==> src/rtl/bram_port_arbiter.sv <==
// Two-requester round-robin arbiter for a single 32-bit, 1-cycle-latency BRAM port.
// The lock option keeps a burst on one engine, but only for a bounded number of grants while the other engine waits.
module bram_port_arbiter #(
  parameter int ADDR_W   = 32,
  parameter int DATA_W   = 32,
  parameter int MAX_HOLD = 16
) (
  input  logic              clk,
  input  logic              reset,
  input  logic              m0_req,
  input  logic              m1_req,
  input  logic              m0_lock,
  input  logic              m1_lock,
  input  logic [ADDR_W-1:0] m0_addr,
  input  logic [ADDR_W-1:0] m1_addr,
  input  logic [DATA_W-1:0] m0_wrdata,
  input  logic [DATA_W-1:0] m1_wrdata,
  input  logic [3:0]        m0_we,
  input  logic [3:0]        m1_we,
  output logic              m0_gnt,
  output logic              m1_gnt,
  output logic              m0_rdvalid,
  output logic              m1_rdvalid,
  output logic [DATA_W-1:0] m0_rddata,
  output logic [DATA_W-1:0] m1_rddata,
  output logic [ADDR_W-1:0] BRAM_addr,
  output logic [DATA_W-1:0] BRAM_wrdata,
  output logic [3:0]        BRAM_we,
  input  logic [DATA_W-1:0] BRAM_rddata,
  output logic [31:0]       arb_status
);

  localparam logic [7:0] MAX_HOLD_C = 8'(MAX_HOLD);

  logic              last_q, last_d;
  logic              valid_q, valid_d;
  logic              own_lock_q, own_lock_d;
  logic [7:0]        hold_q, hold_d;
  logic              bad_we_q, bad_we_d;
  logic              timeout_q, timeout_d;
  logic [1:0]        rdvalid_q, rdvalid_d;
  logic [ADDR_W-1:0] addr_q, addr_d;
  logic [31:0]       status_q, status_d;

  logic              grant_any;
  logic              gsel;
  logic              req_both;
  logic              lock_last;
  logic              timeout_hit;
  logic [ADDR_W-1:0] g_addr;
  logic [DATA_W-1:0] g_wrdata;
  logic [3:0]        g_we;
  logic              g_lock;

  always_comb begin
    grant_any   = 1'b0;
    gsel        = 1'b0;
    timeout_hit = 1'b0;
    req_both    = m0_req & m1_req;
    lock_last   = last_q ? m1_lock : m0_lock;
    // Grants are masked while reset is held so the port is quiet immediately.
    if (reset) begin
      if (req_both) begin
        grant_any = 1'b1;
        if (valid_q && lock_last && (hold_q < MAX_HOLD_C)) begin
          gsel = last_q;
        end else begin
          gsel        = ~last_q;
          timeout_hit = valid_q & lock_last;
        end
      end else if (m0_req || m1_req) begin
        grant_any = 1'b1;
        gsel      = m1_req;
      end
    end

    g_addr   = gsel ? m1_addr   : m0_addr;
    g_wrdata = gsel ? m1_wrdata : m0_wrdata;
    g_we     = gsel ? m1_we     : m0_we;
    g_lock   = gsel ? m1_lock   : m0_lock;

    m0_gnt      = grant_any & ~gsel;
    m1_gnt      = grant_any & gsel;
    BRAM_addr   = grant_any ? g_addr : addr_q;
    BRAM_wrdata = grant_any ? g_wrdata : '0;
    BRAM_we     = grant_any ? g_we : 4'h0;

    last_d     = grant_any ? gsel : last_q;
    valid_d    = grant_any;
    own_lock_d = grant_any & g_lock;
    addr_d     = grant_any ? g_addr : addr_q;

    // The hold count only grows while the same engine keeps winning a contested port.
    if (grant_any && req_both && valid_q && (gsel == last_q)) begin
      hold_d = (hold_q >= MAX_HOLD_C) ? MAX_HOLD_C : hold_q + 8'd1;
    end else begin
      hold_d = 8'd0;
    end

    bad_we_d  = bad_we_q | (grant_any & (g_we != 4'h0) & (g_we != 4'hf));
    timeout_d = timeout_q | timeout_hit;
    rdvalid_d = {m1_gnt & (m1_we == 4'h0), m0_gnt & (m0_we == 4'h0)};

    status_d = {16'h0000, hold_d, 3'b000, timeout_d, bad_we_d, own_lock_d,
                valid_d & last_d, valid_d};
  end

  always_ff @(posedge clk or negedge reset) begin
    if (!reset) begin
      last_q     <= 1'b1;
      valid_q    <= 1'b0;
      own_lock_q <= 1'b0;
      hold_q     <= 8'd0;
      bad_we_q   <= 1'b0;
      timeout_q  <= 1'b0;
      rdvalid_q  <= 2'b00;
      addr_q     <= '0;
      status_q   <= 32'h0;
    end else begin
      last_q     <= last_d;
      valid_q    <= valid_d;
      own_lock_q <= own_lock_d;
      hold_q     <= hold_d;
      bad_we_q   <= bad_we_d;
      timeout_q  <= timeout_d;
      rdvalid_q  <= rdvalid_d;
      addr_q     <= addr_d;
      status_q   <= status_d;
    end
  end

  assign m0_rdvalid = rdvalid_q[0];
  assign m1_rdvalid = rdvalid_q[1];
  assign m0_rddata  = BRAM_rddata;
  assign m1_rddata  = BRAM_rddata;
  assign arb_status = status_q;

  logic unused_own_lock;
  assign unused_own_lock = own_lock_q;

endmodule
==> config.mk <==
export PLATFORM = sky130hd
export DESIGN_NAME = bram_port_arbiter
export DESIGN_NICKNAME = d
export VERILOG_FILES = /design/src/rtl/bram_port_arbiter.sv
export SDC_FILE = /design/constraint.sdc
export NUM_CORES = 1
export LEC_CHECK = 0
export CAP_MARGIN = 10
export CORE_AREA = 2 2 133 135
export CTS_CLUSTER_DIAMETER = 200
export DETAILED_ROUTE_END_ITERATION = 6
export DIE_AREA = 0 0 135 137
export PLACE_DENSITY_LB_ADDON = 0.15
export SLEW_MARGIN = 20
export SYNTH_ARGS = -nofsm -noshare
export SYNTH_HDL_FRONTEND = slang
export SYNTH_SLANG_ARGS = --single-unit
==> constraint.sdc <==
create_clock -name clk -period 2.3 [get_ports clk]
set_input_delay 0.23 -clock clk [delete_from_list [all_inputs] [get_ports clk]]
set_output_delay 0.23 -clock clk [all_outputs]
set_load 0.02 [all_outputs]
**After elaboration in Yosys (flattened, before gate mapping)**

Cells that the tools add are included.

- Input bits: 174
- Register bits: 59

- $add $sub $neg: 1
- Equal/unequal tests: 2
- Mux-type cells: 21
- Magnitude comparators: 2
- Reduce and logical (&&, ||, !) cells: 9
- Bitwise logic cells: 14

Operators by type and width:

| operator | number |
|---|---|
| $mux W32 | 4 |
| $mux W8 | 2 |
| $mux W1 | 13 |
| $and A1 B1 Y1 | 10 |
| $add A8 B1 Y8 const B | 1 |
| $ge A8 B5 Y1 const B | 1 |
| $logic_not A4 Y1 | 2 |
| $lt A8 B5 Y1 const B | 1 |
| $mux W4 | 2 |
| $logic_and A1 B1 Y1 | 5 |
| $ne A4 B4 Y1 const B | 1 |
| $reduce_bool A4 Y1 | 1 |
| $not A1 Y1 | 2 |
| $or A1 B1 Y1 | 2 |
| $eq A1 B1 Y1 | 1 |
| $logic_or A1 B1 Y1 | 1 |

**Longest topological paths before layout**

Gate-level depths: netlist (run 1).

- Depth after elaboration: 11
- Depth in mapped cells: 6
- Depth with buffers taken out: 5

**Least setup slack after synthesis (run 1)**

OpenSTA, ideal clock, no wires.

- Kind: reg2out
- Start point: register hold_q[6]
- End point: output BRAM_wrdata[24]
- Path buffers: 2
- Data arrival time: 1929 ps
- Cell stages (with the launch flop): 7
- Setup slack: 141 ps
- Cell sequence: dfrtp_1 -> nor4_4 -> a41o_2 -> nor2_2 -> buf_4 -> buf_4 -> o21ai_1

- Cells in the longest elaborated chain, start to end: 7

RTL lines:

| element | RTL line | source |
|---|---|---|
| start: declaration | 38 | `logic [7:0] hold_q, hold_d;` |
| start signal: assignment | 123 | `hold_q <= hold_d;` |
| $lt A8 B5 Y1 | 65 | `if (valid_q && lock_last && (hold_q < MAX_HOLD_C)) begin` |
| $logic_and A1 B1 Y1 | 65 |  |
| $mux W1 | 65 |  |
| $mux W1 | 63 | `if (req_both) begin` |
| $mux W1 | 62 | `if (reset) begin` |
| $mux W32 | 78 | `g_wrdata = gsel ? m1_wrdata : m0_wrdata;` |
| $mux W32 | 85 | `BRAM_wrdata = grant_any ? g_wrdata : '0;` |
| end: declaration | 27 | `output logic [DATA_W-1:0] BRAM_wrdata,` |

Every way passes these cells.

**Worst setup path after layout (run 1)**

- Start point: register hold_q[6]
- End point: output BRAM_addr[24]

- Cells in the longest elaborated chain, start to end: 7

RTL lines:

| element | RTL line | source |
|---|---|---|
| $lt A8 B5 Y1 | 65 |  |
| $logic_and A1 B1 Y1 | 65 |  |
| $mux W1 | 65 |  |
| $mux W1 | 63 |  |
| $mux W1 | 62 |  |
| $mux W32 | 77 | `g_addr = gsel ? m1_addr : m0_addr;` |
| $mux W32 | - |  |
| end: declaration | 26 | `output logic [ADDR_W-1:0] BRAM_addr,` |

Every way passes these cells.

==> results.sh, run 1 <==
export IMPL_path_class="reg2out"
export IMPL_clk_path_buf_depth=2
export IMPL_min_period_over_period_pct=109
export IMPL_diodes=0
export IMPL_ys_types=38
export IMPL_grt_pass1_wl_um=21500
export IMPL_holdWs_ns=0.181
export IMPL_numCtsBuffers=5
export IMPL_clkTransAtPathRegs_ns=0.07
export IMPL_tritoncts="yes"
export IMPL_io_pins=342
export IMPL_leakagePower_nw=3.05
export IMPL_wl_per_cell_um=17.5
export IMPL_die_h_um=137
export IMPL_cts_root_buffer="clkbuf_16"
export IMPL_worstPathArrival_ns=2.27
export IMPL_yosysSeqAreaShare_pct=36.3
export IMPL_critPathMaxFanout=16
export IMPL_cp_slowest_cell="dfrtp_1"
export IMPL_fp_dieW_um=135
export IMPL_status="finished, violations left"
export IMPL_critPathLaunchType="flip-flop"
export IMPL_ys_ff_latch=48
export IMPL_tightestPinTransition_ns=0.634
export IMPL_slew_headroom_pct=57.7
export IMPL_antenna_found_initial=0
export IMPL_clock_sinks=48
export IMPL_initial_core_util_pct=19.4
export IMPL_worst_slack_ns=-0.197
export IMPL_fin_crit_ns=2.50
export IMPL_grt_usage_pct=15.2
export IMPL_reg2reg_slack_ns=0.02
export IMPL_fill_cells=1692
export IMPL_ir_drop_mv=0.380
export IMPL_routed_via_density=4.24
export IMPL_nNetsFinal=825
export IMPL_power_w=0.00359
export IMPL_hold_path_class="in2async"
export IMPL_r2r_end="addr_q[24]"
export IMPL_powerDensity_nw_per_um2=504
export IMPL_first_pass_iters=7
export IMPL_max_stage_delay_ns=0.41
export IMPL_worst_ep_required_time_ns=2.07
export IMPL_grt_pass1_vias=3786
export IMPL_drive_gt1_share_pct=41.5
export IMPL_setup_viol=68
export IMPL_vias=3708
export IMPL_grt_overflow_total=0
export IMPL_cts_max_level=2
export IMPL_insertion_delay_ns=0.29
export IMPL_die_area_um2=18500
export IMPL_port_buffer_count=226
export IMPL_finalMaxSlewViolations=0
export IMPL_drt_iter0_markers=109
export IMPL_num_rows=48
export IMPL_r2r_cells=10
export IMPL_syn_area_um2=3310
export IMPL_drc_errors=2
export IMPL_syn_area_per_cell_um2=8.77
export IMPL_syn_inst=378
export IMPL_yosys_warnings=0
export IMPL_maxCapViolations=0
export IMPL_ant_nets=0
export IMPL_r2r_start="hold_q[6]"
export IMPL_grt_max_degree=49
export IMPL_fin_skew_ns=0.00235
export IMPL_dpl_hpwl_um=10200
export IMPL_core_area_um2=17100
export IMPL_critPathCaptureType="output port"
export IMPL_area_growth_pct=115
export IMPL_cp_depth=8
export IMPL_crit_buf_inv=4
export IMPL_final_core_utilization_pct=41.8
export IMPL_place_congestion=0.754
export IMPL_wl_um=15300
export IMPL_violations="design-rule violations, negative setup slack"
export IMPL_cp_top_family="buffers and inverters"
export IMPL_path_cells="nor4_4 > buf_6 > a41o_4 > nor2_4 > buf_12 > buf_12 > a221o_1 > buf_6"
export IMPL_grt_setup_unrepaired="true"
export IMPL_hold_viol=0
export IMPL_fmax_mhz=401
## final cells by class
type	count	area, um2	area share [%]
clock buffer	6	129	1.81
clock inverter	2	35.0	0.492
inverter	3	11.3	0.158
multi-input combinational	237	1840	25.8
sequential	48	1200	16.9
tap	225	282	3.95
timing repair buffer	354	3630	50.9
## registers in the layout (all words and copies together) (netlist names)
signal,flops
rdvalid_q,2
hold_q,7
addr_q,32
arb_status,6
last_q,1
## timing repair
action,in CTS,in global routing
hold buffers,0,0
setup buffers,40,26
endpoints found under the setup margin,70,70
endpoints found under the hold margin,0,0
gates resized for setup,383,185
pin swaps,40,40
cloned,4,4
## worst reg2reg max path, stage by stage (launching register included)
cell and delay [ns]:
dfrtp_1 0.41, nor4_4 0.29, buf_6 0.18, a41o_4 0.23, nor2_4 0.05, buf_12 0.13
buf_12 0.15, a221o_1 0.39, buf_4 0.15, buf_6 0.10, buf_6 0.10
## worst max-delay path by stage
stage | startpoint | to | slack [ns]
floorplan | hold_q[6] | BRAM_wrdata[24] | 0.14
global placement | m0_lock | BRAM_addr[17] | -0.47
detailed placement | m0_lock | BRAM_addr[17] | -0.47
CTS | hold_q[5] | BRAM_addr[29] | -0.20
global route | hold_q[6] | BRAM_addr[24] | -0.26
finish | hold_q[6] | BRAM_addr[24] | -0.20
## layout by cell type, fill, tap and decap left out, drive strengths merged, types with 2 or more instances in the layout
cell | netlist | final
nand4 | 3 | 3
nand2 | 36 | 36
conb | 1 | 22
buf | 103 | 195
ha | 2 | 2
a221o | 32 | 32
dfrtp | 47 | 47
and2 | 33 | 33
a21oi | 9 | 9
inv | 3 | 3
o21ai | 39 | 39
clkdlybuf4s50 | 0 | 155
clkbuf | 8 | 10
or4 | 2 | 2
nor3 | 2 | 2
nor2 | 3 | 3
nand3 | 40 | 40
## kinds of logic (layout without fill, tap and decap cells)
family | Yosys count | count (layout) | synth area share (%)
xor+xnor | 2 | 2 | 0.529
compound gates | 89 | 89 | 19.3
flops | 48 | 48 | 36.3
fa+ha+maj | 2 | 2 | 0.755
simple gates | 122 | 122 | 19.3
buf+inv | 114 | 365 | 23.7
other cells | 1 | 22 | 0.113
## synthesized netlist by cell type
library cell	number	area share [%]
buf_4	93	21
dfrtp_1	47	35
nand3_1	40	6.0
nand2_1	36	4.1
and2_1	33	6.2
a221o_1	32	9.7
o21ai_0	31	4.7
a21oi_1	8	1.2
buf_2	8	1.2
clkbuf_1	8	0.91
o21ai_1	8	1.2
nand4_1	3	0.57
buf_1	2	0.23
ha_1	2	0.75
inv_1	2	0.23
nor2_1	2	0.23
or4_1	2	0.45
a21boi_0	1	0.23
a21o_1	1	0.23
a21oi_2	1	0.26
a22oi_1	1	0.23
a311o_1	1	0.30
a31o_2	1	0.26
a31oi_1	1	0.19
a41o_2	1	0.34
a41oi_1	1	0.26
conb_1	1	0.11
dfstp_2	1	0.79
inv_2	1	0.11
nand3b_1	1	0.23
nor2_2	1	0.19
nor2b_1	1	0.19
nor3_1	1	0.15
nor3_2	1	0.30
nor4_4	1	0.64
o21bai_1	1	0.23
xnor2_1	1	0.26
xor2_1	1	0.26
## per-stage QoR
step                setup TNS [ns]  setup slack (ns)  std cells  area (um2)
detailed placement          -26.66            -0.467        794        5710
global placement            -26.48            -0.465        794        5710
global route                -14.34            -0.264        875        7130
finish                       -8.19            -0.197        875        7130
CTS                         -10.66            -0.195        846        6340
floorplan                        0             0.141        399        3390
## routing by layer
metal  part of all wire, %  routed length (um)  GRT usage (%)  vias up
li1                      -                   -              -     1762
met4                   1.4                 208           3.94        0
met1                    37                5700           17.1     1758
met3                   8.3                1270           5.33       27
met2                    53                8110           27.2      161
met5                     0                   0              0        -
## report_power, final
part           internal, W  leakage [nW]  switching (W)
logic              0.00102          2.38       0.000757
registers         0.000945         0.583      0.0000278
clock network     0.000512        0.0808       0.000326
(Power assumes the default switching activity.)
==> run 2, diff against run 1 <==
==> constraint.sdc (replaced) <==
create_clock -name clk -period 2.3 [get_ports clk]
set_input_delay 0.46 -clock clk [delete_from_list [all_inputs] [get_ports clk]]
set_output_delay 0.46 -clock clk [all_outputs]
set_load 0.02 [all_outputs]
==> results.sh, run 2 (synthesis gave the netlist of run 1 again) <==
export IMPL_status="finished, violations left"
export IMPL_violations="negative setup slack"
export IMPL_die_h_um=137
export IMPL_cts_max_level=2
export IMPL_grt_usage_pct=14.4
export IMPL_io_pins=342
export IMPL_grt_overflow_total=0
export IMPL_fin_crit_ns=2.70
export IMPL_setup_viol=70
export IMPL_die_area_um2=18500
export IMPL_antenna_found_initial=0
export IMPL_power_w=0.00345
export IMPL_place_congestion=0.764
export IMPL_path_class="reg2out"
export IMPL_drive_gt1_share_pct=36.9
export IMPL_max_stage_delay_ns=0.41
export IMPL_final_common_cell="clkdlybuf4s50_1"
export IMPL_internal_power_w=0.00240
export IMPL_nNetsFinal=811
export IMPL_fmax_mhz=371
export IMPL_critPathCaptureType="output port"
export IMPL_clkPwrFrac_pct=24.1
export IMPL_path_cells="nor4_4 > buf_6 > a41o_4 > nor2_4 > buf_12 > buf_12 > a221o_1 > buf_6"
export IMPL_dpl_hpwl_um=10500
export IMPL_hold_viol=0
export IMPL_worst_slack_ns=-0.397
export IMPL_crit_buf_inv=4
export IMPL_hold_path_class="in2async"
export IMPL_cts_hold_buf=0
export IMPL_tritoncts="yes"
export IMPL_clock_sinks=48
export IMPL_first_pass_iters=4
export IMPL_worstPathArrival_ns=2.24
export IMPL_initial_core_util_pct=19.4
export IMPL_core_area_um2=17100
export IMPL_drc_errors=0
export IMPL_min_period_over_period_pct=117
export IMPL_maxCapViolations=0
export IMPL_fp_dieW_um=135
export IMPL_numCtsBuffers=5
export IMPL_fill_cells=1755
export IMPL_grt_max_degree=40
export IMPL_clkTransAtPathRegs_ns=0.07
export IMPL_seq_power_share_pct=28.2
export IMPL_routed_via_density=4.23
export IMPL_largest_reg_flops=32
export IMPL_grt_pass1_vias=3629
export IMPL_fin_tns_setup_ns=-19.40
export IMPL_cts_root_buffer="clkbuf_16"
export IMPL_vias=3641
export IMPL_cp_top_family="buffers and inverters"
export IMPL_critPathMaxFanout=6
export IMPL_grt_pass1_wl_um=20700
export IMPL_diodes=0
export IMPL_swShare_pct=30.5
export IMPL_p_comb_share_pct=47.7
export IMPL_drt_iter0_markers=141
export IMPL_layout_common_cells="152 x clkdlybuf4s50_1, 83 x buf_4, 64 x buf_6"
export IMPL_grt_setup_unrepaired="true"
export IMPL_worst_ep_required_time_ns=1.84
export IMPL_insertion_delay_ns=0.29
export IMPL_area_growth_pct=104
export IMPL_finalNonFillerCells=861
export IMPL_holdWs_ns=0.160
export IMPL_power_switching_w=0.00105
export IMPL_ir_drop_mv=0.333
export IMPL_dpl_cell_count=802
export IMPL_cp_slowest_cell="dfrtp_1"
export IMPL_wl_per_cell_um=16.7
export IMPL_powerDensity_nw_per_um2=510
export IMPL_port_buffer_count=226
export IMPL_fin_skew_ns=0.00595
export IMPL_wl_um=14400
export IMPL_critPathLaunchType="flip-flop"
export IMPL_clk_path_buf_depth=2
export IMPL_dp_slack_ns=-0.830
export IMPL_top_register="addr_q"
export IMPL_num_rows=48
export IMPL_finalMaxSlewViolations=0
export IMPL_ant_nets=0
export IMPL_leakagePower_nw=2.92
run 2: changes by cell type in the layout (fill, tap and decap cells not counted), sizes merged:
| cell | change |
|---|---|
| clkdlybuf4s50 | -3 |
| clkbuf | -1 |
| dlygate4sd2 | +3 |
| buf | -13 |
run 2: layout make-up:
class	instances	area [um2]	area share, %
repair buffers	340	3410	50.5
multi-input cells	237	1690	25.0
inverters	3	11.3	0.167
clock buffers	6	129	1.91
well taps	225	282	4.17
flip-flops and latches	48	1200	17.8
clock inverters	2	35.0	0.519
run 2: worst paths after layout:
path / start / endpoint / slack (ns) / depth (start not counted)
setup / recovery: hold_q[5] / BRAM_addr[14] / -0.40 / 8
hold / removal: reset / rdvalid_q[1] / 0.16 / 2
setup reg to reg: hold_q[5] / addr_q[21] / 0.06 / 10
hold reg to reg: arb_status[3] / arb_status[3] / 0.48 / 1
max in group asynchronous: reset / addr_q[10] / 1.69 / 2
min in group clk: arb_status[3] / arb_status[3] / 0.48 / 1
run 2: power groups by stage:
stage               clock, W  combinational (W)  sequential [W]
global placement           0            0.00136        0.000987
global route        0.000896            0.00175        0.000984
finish              0.000829            0.00164        0.000973
detailed placement         0            0.00136        0.000989
CTS                 0.000864            0.00150        0.000974
floorplan                  0           0.000731        0.000988
run 2: per-stage QoR:
stage,util [%],instance area (um2)
finish,39.6,6750
global placement,33.7,5750
detailed placement,33.7,5750
floorplan,-,3390
CTS,37.1,6330
global route,39.6,6750
run 2: repair_timing:
action	in CTS	in global routing
setup buffers	27	26
endpoints found under the setup margin	70	73
resized for setup	429	79
gates cloned	4	2
pin swaps	19	45
run 2: layer usage:
metal / share of wire, % / wire length, um / GRT usage (%)
met5: 0 / 0 / 0
met4: 2.2 / 310 / 4.46
met3: 7.7 / 1110 / 3.19
met2: 50 / 7210 / 25.2
met1: 40 / 5720 / 17.8
run 2: worst reg2reg max path, stage by stage, from the launching register on:
cell and delay (ns):
dfrtp_1 0.41, nor4_4 0.29, buf_6 0.18, a31o_4 0.20, a21oi_4 0.08, buf_12 0.15, buf_12 0.13, a221o_1 0.35
buf_4 0.15, buf_6 0.11, buf_6 0.10
